File: src/rtl/mem_arbiter.sv
// Arbitrates one single-port memory between an instruction-fetch port and a load/store port.
// Data has priority, bounded by a starvation limit; a response timeout returns an error.
module mem_arbiter #(
  parameter int unsigned MAX_STREAK = 4,
  parameter int unsigned TIMEOUT    = 16
) (
  input  logic        clk,
  input  logic        reset,

  input  logic        if_req,
  input  logic [31:0] if_addr,
  output logic        if_ready,
  output logic        if_rvalid,
  output logic [31:0] if_rdata,
  output logic        if_err,

  input  logic        d_req,
  input  logic        d_we,
  input  logic [31:0] d_addr,
  input  logic [31:0] d_wdata,
  input  logic [3:0]  d_wstrb,
  output logic        d_ready,
  output logic        d_rvalid,
  output logic [31:0] d_rdata,
  output logic        d_err,

  output logic        mem_req,
  output logic        mem_we,
  output logic [31:0] mem_addr,
  output logic [31:0] mem_wdata,
  output logic [3:0]  mem_wstrb,
  input  logic        mem_ready,
  input  logic        mem_rvalid,
  input  logic [31:0] mem_rdata
);

  localparam logic [7:0]  StreakMax = 8'(MAX_STREAK);
  localparam logic [15:0] TmoLast   = 16'(TIMEOUT - 1);

  typedef enum logic [0:0] {StIdle, StWait} state_e;
  typedef enum logic [0:0] {OwnIf, OwnD} owner_e;

  state_e      state_q, state_d;
  owner_e      owner_q, owner_d;
  logic [7:0]  streak_q, streak_d;
  logic [15:0] tmo_q, tmo_d;

  logic        if_rvalid_q, if_rvalid_d;
  logic        if_err_q, if_err_d;
  logic [31:0] if_rdata_q, if_rdata_d;
  logic        d_rvalid_q, d_rvalid_d;
  logic        d_err_q, d_err_d;
  logic [31:0] d_rdata_q, d_rdata_d;

  logic        idle;
  logic        grant_d;
  logic        grant_if;
  logic        accept;
  logic        resp_fire;
  logic [31:0] resp_data;
  logic        resp_err;

  // Reset gates the combinational handshake so nothing is offered while reset is held.
  always_comb begin
    idle     = (state_q == StIdle) && !reset;
    grant_d  = idle && d_req && !(if_req && (streak_q == StreakMax));
    grant_if = idle && if_req && !grant_d;
    accept   = (grant_d || grant_if) && mem_ready;
  end

  always_comb begin
    mem_req   = 1'b0;
    mem_we    = 1'b0;
    mem_addr  = '0;
    mem_wdata = '0;
    mem_wstrb = '0;
    if (grant_d) begin
      mem_req   = 1'b1;
      mem_we    = d_we;
      mem_addr  = d_addr;
      mem_wdata = d_wdata;
      mem_wstrb = d_wstrb;
    end else if (grant_if) begin
      mem_req  = 1'b1;
      mem_addr = if_addr;
    end
    if_ready = grant_if && mem_ready;
    d_ready  = grant_d && mem_ready;
  end

  // A real response in the final timeout cycle takes precedence over the error.
  always_comb begin
    resp_fire = (state_q == StWait) && (mem_rvalid || (tmo_q == TmoLast));
    resp_data = mem_rvalid ? mem_rdata : 32'h0;
    resp_err  = !mem_rvalid;
  end

  always_comb begin
    state_d     = state_q;
    owner_d     = owner_q;
    streak_d    = streak_q;
    tmo_d       = tmo_q;
    if_rvalid_d = 1'b0;
    if_err_d    = 1'b0;
    if_rdata_d  = if_rdata_q;
    d_rvalid_d  = 1'b0;
    d_err_d     = 1'b0;
    d_rdata_d   = d_rdata_q;

    unique case (state_q)
      StIdle: begin
        if (accept) begin
          state_d = StWait;
          owner_d = grant_d ? OwnD : OwnIf;
          tmo_d   = '0;
          if (grant_d && if_req) begin
            streak_d = (streak_q == StreakMax) ? streak_q : streak_q + 8'd1;
          end else begin
            streak_d = '0;
          end
        end
      end
      StWait: begin
        tmo_d = tmo_q + 16'd1;
        if (resp_fire) begin
          state_d = StIdle;
          tmo_d   = '0;
          if (owner_q == OwnD) begin
            d_rvalid_d = 1'b1;
            d_err_d    = resp_err;
            d_rdata_d  = resp_data;
          end else begin
            if_rvalid_d = 1'b1;
            if_err_d    = resp_err;
            if_rdata_d  = resp_data;
          end
        end
      end
    endcase
  end

  always_ff @(posedge clk or posedge reset) begin
    if (reset) begin
      state_q     <= StIdle;
      owner_q     <= OwnIf;
      streak_q    <= '0;
      tmo_q       <= '0;
      if_rvalid_q <= 1'b0;
      if_err_q    <= 1'b0;
      if_rdata_q  <= '0;
      d_rvalid_q  <= 1'b0;
      d_err_q     <= 1'b0;
      d_rdata_q   <= '0;
    end else begin
      state_q     <= state_d;
      owner_q     <= owner_d;
      streak_q    <= streak_d;
      tmo_q       <= tmo_d;
      if_rvalid_q <= if_rvalid_d;
      if_err_q    <= if_err_d;
      if_rdata_q  <= if_rdata_d;
      d_rvalid_q  <= d_rvalid_d;
      d_err_q     <= d_err_d;
      d_rdata_q   <= d_rdata_d;
    end
  end

  assign if_rvalid = if_rvalid_q;
  assign if_err    = if_err_q;
  assign if_rdata  = if_rdata_q;
  assign d_rvalid  = d_rvalid_q;
  assign d_err     = d_err_q;
  assign d_rdata   = d_rdata_q;

endmodule

File: config.mk
export PLATFORM = sky130hd
export DESIGN_NAME = mem_arbiter
export DESIGN_NICKNAME = d
export VERILOG_FILES = /design/src/rtl/mem_arbiter.sv
export SDC_FILE = /design/constraint.sdc
export NUM_CORES = 1
export LEC_CHECK = 0
export CAP_MARGIN = 10
export CORE_MARGIN = 1.5
export CORE_UTILIZATION = 38
export DETAILED_ROUTE_END_ITERATION = 10
export HOLD_SLACK_MARGIN = 0.08
export PLACE_DENSITY = 0.85
export SLEW_MARGIN = 10
export SYNTH_ARGS = -nofsm -noshare
export SYNTH_HDL_FRONTEND = slang
export SYNTH_SLANG_ARGS = --single-unit
File: constraint.sdc
create_clock -name clk -period 3.9 [get_ports clk]
set_clock_uncertainty 0.2 [all_clocks]
set_input_delay 0.39 -clock clk [delete_from_list [all_inputs] [get_ports clk]]
set_output_delay 0.39 -clock clk [all_outputs]
set_load 0.01 [all_outputs]
[Word-level counts from Yosys, hierarchy flattened]
Cells that the tools add are included.
Cells by class
  shift-type cells: 0
  muxes and demuxes: 29
  divide/modulo/power cells: 0
  equal/unequal tests: 4
  magnitude comparators: 0
  bitwise logic cells: 2
  $mul: 0
  add/sub/neg operators: 2
  reduce and logical (&&, ||, !) cells: 21
Operator list (number)
  two-way mux 32 bit: 4
  two-way mux 16 bit: 2
  one-hot mux 16 bit (2 select lines): 1
  two-way mux 1 bit: 18
  adder 16 x 1 -> 16 bit, second input constant: 1
  == test 16 x 4 -> 1 bit, second input constant: 1
  two-way mux 8 bit: 2
  logical AND 1 bit: 11
  AND reduction 3 bit: 3
  adder 8 x 1 -> 8 bit, second input constant: 1
  == test 8 x 3 -> 1 bit, second input constant: 1
  zero test 1 bit: 4
  two-way mux 4 bit: 1
  != test 2 bit, second input constant: 2
  logical OR 1 bit: 2
  inverter 1 bit: 2
  one-hot mux 1 bit (2 select lines): 1
  AND reduction 2 bit: 1
Storage, ports and cells
  output and inout bits: 140
  bits in latches: 0
  logic and storage cells: 68
  ROM bits: 0
  memories kept: 0
  register bits after elaboration: 94
  input port bits: 139
  RAM bits: 0

[Depth between registers and ports, before layout]
  depth in word-level cells: 10
  mapped depth: 8
  gate-level depth less buffers: 6

[Worst setup path before layout]
No wires, ideal clock.
  path type: register to output
  start: register streak_q[0]
  end: output port mem_wdata[12]
  path slack: 1.606 ns
  required time: 3.310 ns
  stages on the path, launching flop included: 8
  arrival: 1.704 ns
  buffers on the path: 2
  path through: dfrtp_1 inv_1 ha_1 and4bb_2 a21oi_2 clkbuf_1 clkbuf_1 and3_1
On the way
  longest elaborated chain between the ends: 5
Ends and longest elaborated chain
  start, declared: line 45  | logic [7:0] streak_q, streak_d;
  start signal, assigned: line 157  | streak_q <= streak_d;
  == test 8 x 3 -> 1 bit: line 66  | grant_d = idle && d_req && !(if_req && (streak_q == StreakMax));
  logical AND 1 bit: line 66
  zero test 1 bit: line 66
  logical AND 1 bit: line 66
  two-way mux 32 bit: line 77  | if (grant_d) begin
  end, declared: line 30  | output logic [31:0] mem_wdata,
Every way passes these cells.

[Worst setup path after layout]
  start: register streak_q[0]
  end: output port mem_addr[19]
On the way
  longest elaborated chain between the ends: 8
Ends and longest elaborated chain
  == test 8 x 3 -> 1 bit *: line 66
  logical AND 1 bit *: line 66
  zero test 1 bit *: line 66
  logical AND 1 bit *: line 66
  zero test 1 bit: line 67  | grant_if = idle && if_req && !grant_d;
  logical AND 1 bit: line 67
  two-way mux 32 bit: line 83  | end else if (grant_if) begin
  two-way mux 32 bit *: line 77
  end, declared: line 29  | output logic [31:0] mem_addr,
Mark *: on every way between the ends. The rest lies on a longest branch, timed or not.

==> flow_metrics.py <==
metrics = {
    "setup_path": {
        "rr_endpoint": "tmo_q[11]$_DFFE_PP0P_",
        "crit_path_end_kind": "output pin",
        "startpoint": "streak_q[0]$_DFFE_PP0P_",
        "ff2ff_setup_slack_ns": 1.39,
        "cp-start-kind": "flip-flop",
        "crit_buf_inv": 3,
        "timing.rr.start": "tmo_q[0]$_DFFE_PP0P_",
        "path_cells": "inv_1, ha_1, and4bb_2, a21oi_2, and2_1, buf_4, a22o_1, clkdlybuf4s50_1",
        "worst_r2r_path_depth": 6,
        "path_delay_family": "buffers and inverters",
        "crit_slowest_cell": "clkdlybuf4s50_1",
        "crit_type": "reg2out",
        "crit_fanout": 32,
        "max_stage_delay_ns": 0.58,
        "cp.arrival_ns": 2.98,
        "critPathRequiredTime_ns": 3.31,
    },
    "timing": {
        "post-route-period-util": 0.9158,
        "min_period_ns": 3.572,
        "fmax_ghz": 0.2800,
        "maxSlewViolCount": 0,
        "rsz0062_at_grt": "false",
        "slew_headroom": 0.2498,
        "setup_viol": 0,
        "worst_pin_slew_ns": 1.125,
        "fin_setup_tns_ns": 0,
        "hold_viol_final": 0,
    },
    "synthesis": {
        "ys_async_sr_fraction": 1.000,
        "synthesis.nets": 563,
        "seq_area_frac_synth": 0.5011,
        "yosysTopAreaCellShare": 0.5011,
        "synth_top_area_cell": "dfrtp_1",
        "synth_edf_count": 0,
        "synth_cells": 421,
        "syn-mean-instance-area_um2": 11.15,
        "synthFlopType": "dfrtp_1",
        "ys.warnings.count": 0,
        "ys_types": 47,
        "ys_top_cells_by_area": "dfrtp_1 50%, a32o_1 12%, a22o_1 6.7%, and3_1 5.5%, nand2_1 2.1%",
        "synth_seq_cells": 94,
        "syn_area_um2": 4695,
    },
    "cells_and_area": {
        "drive_gt1_frac": 0.05977,
        "final_nets": 823,
        "seq_area_um2": 2352,
        "final_cells": 834,
        "postLayoutCoreUtil": 0.6507,
        "area_growth_pct": 66.50,
        "n_fill_cell": 943,
        "multi_input_area_um2": 2052,
    },
    "clock_tree": {
        "clk_pin_slew_ns": 0.06,
        "post-cts-setup-buffers": 0,
        "clk_path_buf_depth": 2,
        "cts-hold-fix-buffers": 0,
        "cts.sinks": 94,
        "cts_tree": "yes",
        "insertion_delay_ns": 0.33,
        "root_buffer": "clkbuf_16",
        "cts_buffers": 9,
        "htreeDepth": 3,
        "cts_resized": 0,
    },
    "outcome": {
        "status": "complete, no violations",
    },
    "hold_path": {
        "hp-start": "if_rdata[13]$_DFFE_PP0P_",
        "hold_depth": 1,
        "min_to": "if_rdata[13]$_DFFE_PP0P_",
        "hp-class": "reg2reg",
    },
    "floorplanning": {
        "rows": 40,
        "initial_core_util": 0.3908,
        "dieArea_um2": 13030,
        "core_um2": 12010,
        "fp.dieH_um": 114.2,
        "ioPinCount": 279,
        "die_w_um": 114.2,
    },
    "detailed_routing": {
        "first_pass_iters": 5,
        "routed_via_density": 5.893,
        "drt-total-wl_um": 19510,
        "drc": 0,
        "drtAntennaViolNets": 0,
        "wl_per_cell_um": 23.39,
        "first_iter_violations": 435,
        "vias": 4915,
    },
    "pwr": {
        "power_w": 0.004341,
        "p_leak_nw": 3.239,
        "ir_drop_v": 0.0005009,
        "power_density_nw_per_um2": 555.4,
    },
    "global_routing": {
        "grt_pass1_wl_um": 29290,
        "grt_usage": 0.2980,
        "first_global_vias": 4955,
        "grt_start_max_net_pins": 61,
        "antenna_found_initial": 1,
        "overflow": 0,
    },
    "place": {
        "dp.cells": 817,
        "portBuffers": 278,
        "gp_congestion": 1.075,
        "detailed_place_hpwl_um": 14700,
    },
    "run": {
        "cap_viol_max_count": 0,
    },
}
## layout by cell type, fill, tap and decap left out, types with 2 or more instances in the layout
cell type and count:
a21oi_1 10, a22o_1 36, a31oi_1 8, a32o_1 56, a41oi_1 3, and3_1 41, buf_4 10, clkbuf_16 9
clkbuf_8 2, clkdlybuf4s50_1 278, clkinv_2 3, clkinv_4 2, dfrtp_1 94, ha_1 3, inv_1 13, nand2_1 26
nand2b_1 6, nand3_1 7, nand3_4 2, nand4_1 6, nor2_1 6, nor2_2 2, nor3_1 6, nor4_1 7
o21ai_0 10, o22ai_1 5, o2bb2ai_1 8, o31a_1 2, xor2_1 3
## layout make-up
class / count / area share
repair buffers: 288 / 0.3656
flip-flops and latches: 94 / 0.3009
multi-input cells: 273 / 0.2625
clock buffers: 11 / 0.03234
well taps: 147 / 0.02353
clock inverters: 5 / 0.007364
inverters: 15 / 0.007364
diodes: 1 / 0.0003202
## Yosys cell counts, types with 7 or more instances
cell type   n
dfrtp_1    94
clkbuf_1   22
inv_1      14
nand2_1    26
o2bb2ai_1   8
o21ai_0    10
and3_1     41
nand3_1     7
a31oi_1     8
buf_6       8
a32o_1     56
a22o_1     36
nor4_1      7
a21oi_1    10
nor2_1      8
## layer usage
metal	routed length, µm	share of wire	GRT usage
met1	8341	0.43	0.4119
met2	9155	0.47	0.4691
met3	1412	0.072	0.06723
met4	601	0.031	0.09250
met5	0	0	0
## flip-flops by register name (all words and copies together), names as in the netlist
| register | flops |
|---|---|
| d_err | 1 |
| state_q | 1 |
| streak_q | 8 |
| tmo_q | 16 |
| owner_q | 1 |
| if_rdata | 32 |
| if_err | 1 |
| if_rvalid | 1 |
| d_rvalid | 1 |
| d_rdata | 32 |
## power breakdown
part	internal, W	switching, W	total, W
sequential	0.00131	0.000222	0.00153
clock	0.000532	0.000360	0.000892
combinational	0.00107	0.000840	0.00191
total	0.00292	0.00142	0.00434
## cells by family (layout without fill, tap and decap cells)
family | count (synthesis) | after routing | share of synthesized area
other | 0 | 1 | 0
DFF | 94 | 94 | 0.5011
and+or+nand+nor | 120 | 120 | 0.1530
xor gates and xnor gates | 3 | 3 | 0.005598
muxes | 1 | 1 | 0.002399
AOI/OAI and AO/OA | 146 | 146 | 0.2668
adders and majority gates | 3 | 3 | 0.007997
buffers and inverters | 54 | 319 | 0.06317
## metrics by stage
stage	setup WS, ns	cell area [µm²]	hold WS, ns
after floorplan	0.8613	4695	0.2621
after global placement	0.5463	7503	0.2739
after detailed placement	0.4715	7503	0.2736
after CTS	0.3178	7814	0.2942
after global routing	0.1842	7816	0.3096
final	0.3282	7816	0.2943
## worst max-delay path by stage
| stage | cells past startpoint | end | slack (ns) |
|---|---|---|---|
| after floorplan | 1 | d_err$_DFF_PP0_ | 0.86 |
| after global placement | 7 | mem_addr[19] | 0.55 |
| after detailed placement | 7 | mem_addr[13] | 0.47 |
| after CTS | 8 | mem_addr[13] | 0.32 |
| after global routing | 8 | mem_addr[29] | 0.18 |
| final | 8 | mem_addr[19] | 0.33 |
Power figures use the tool's default switching activity.
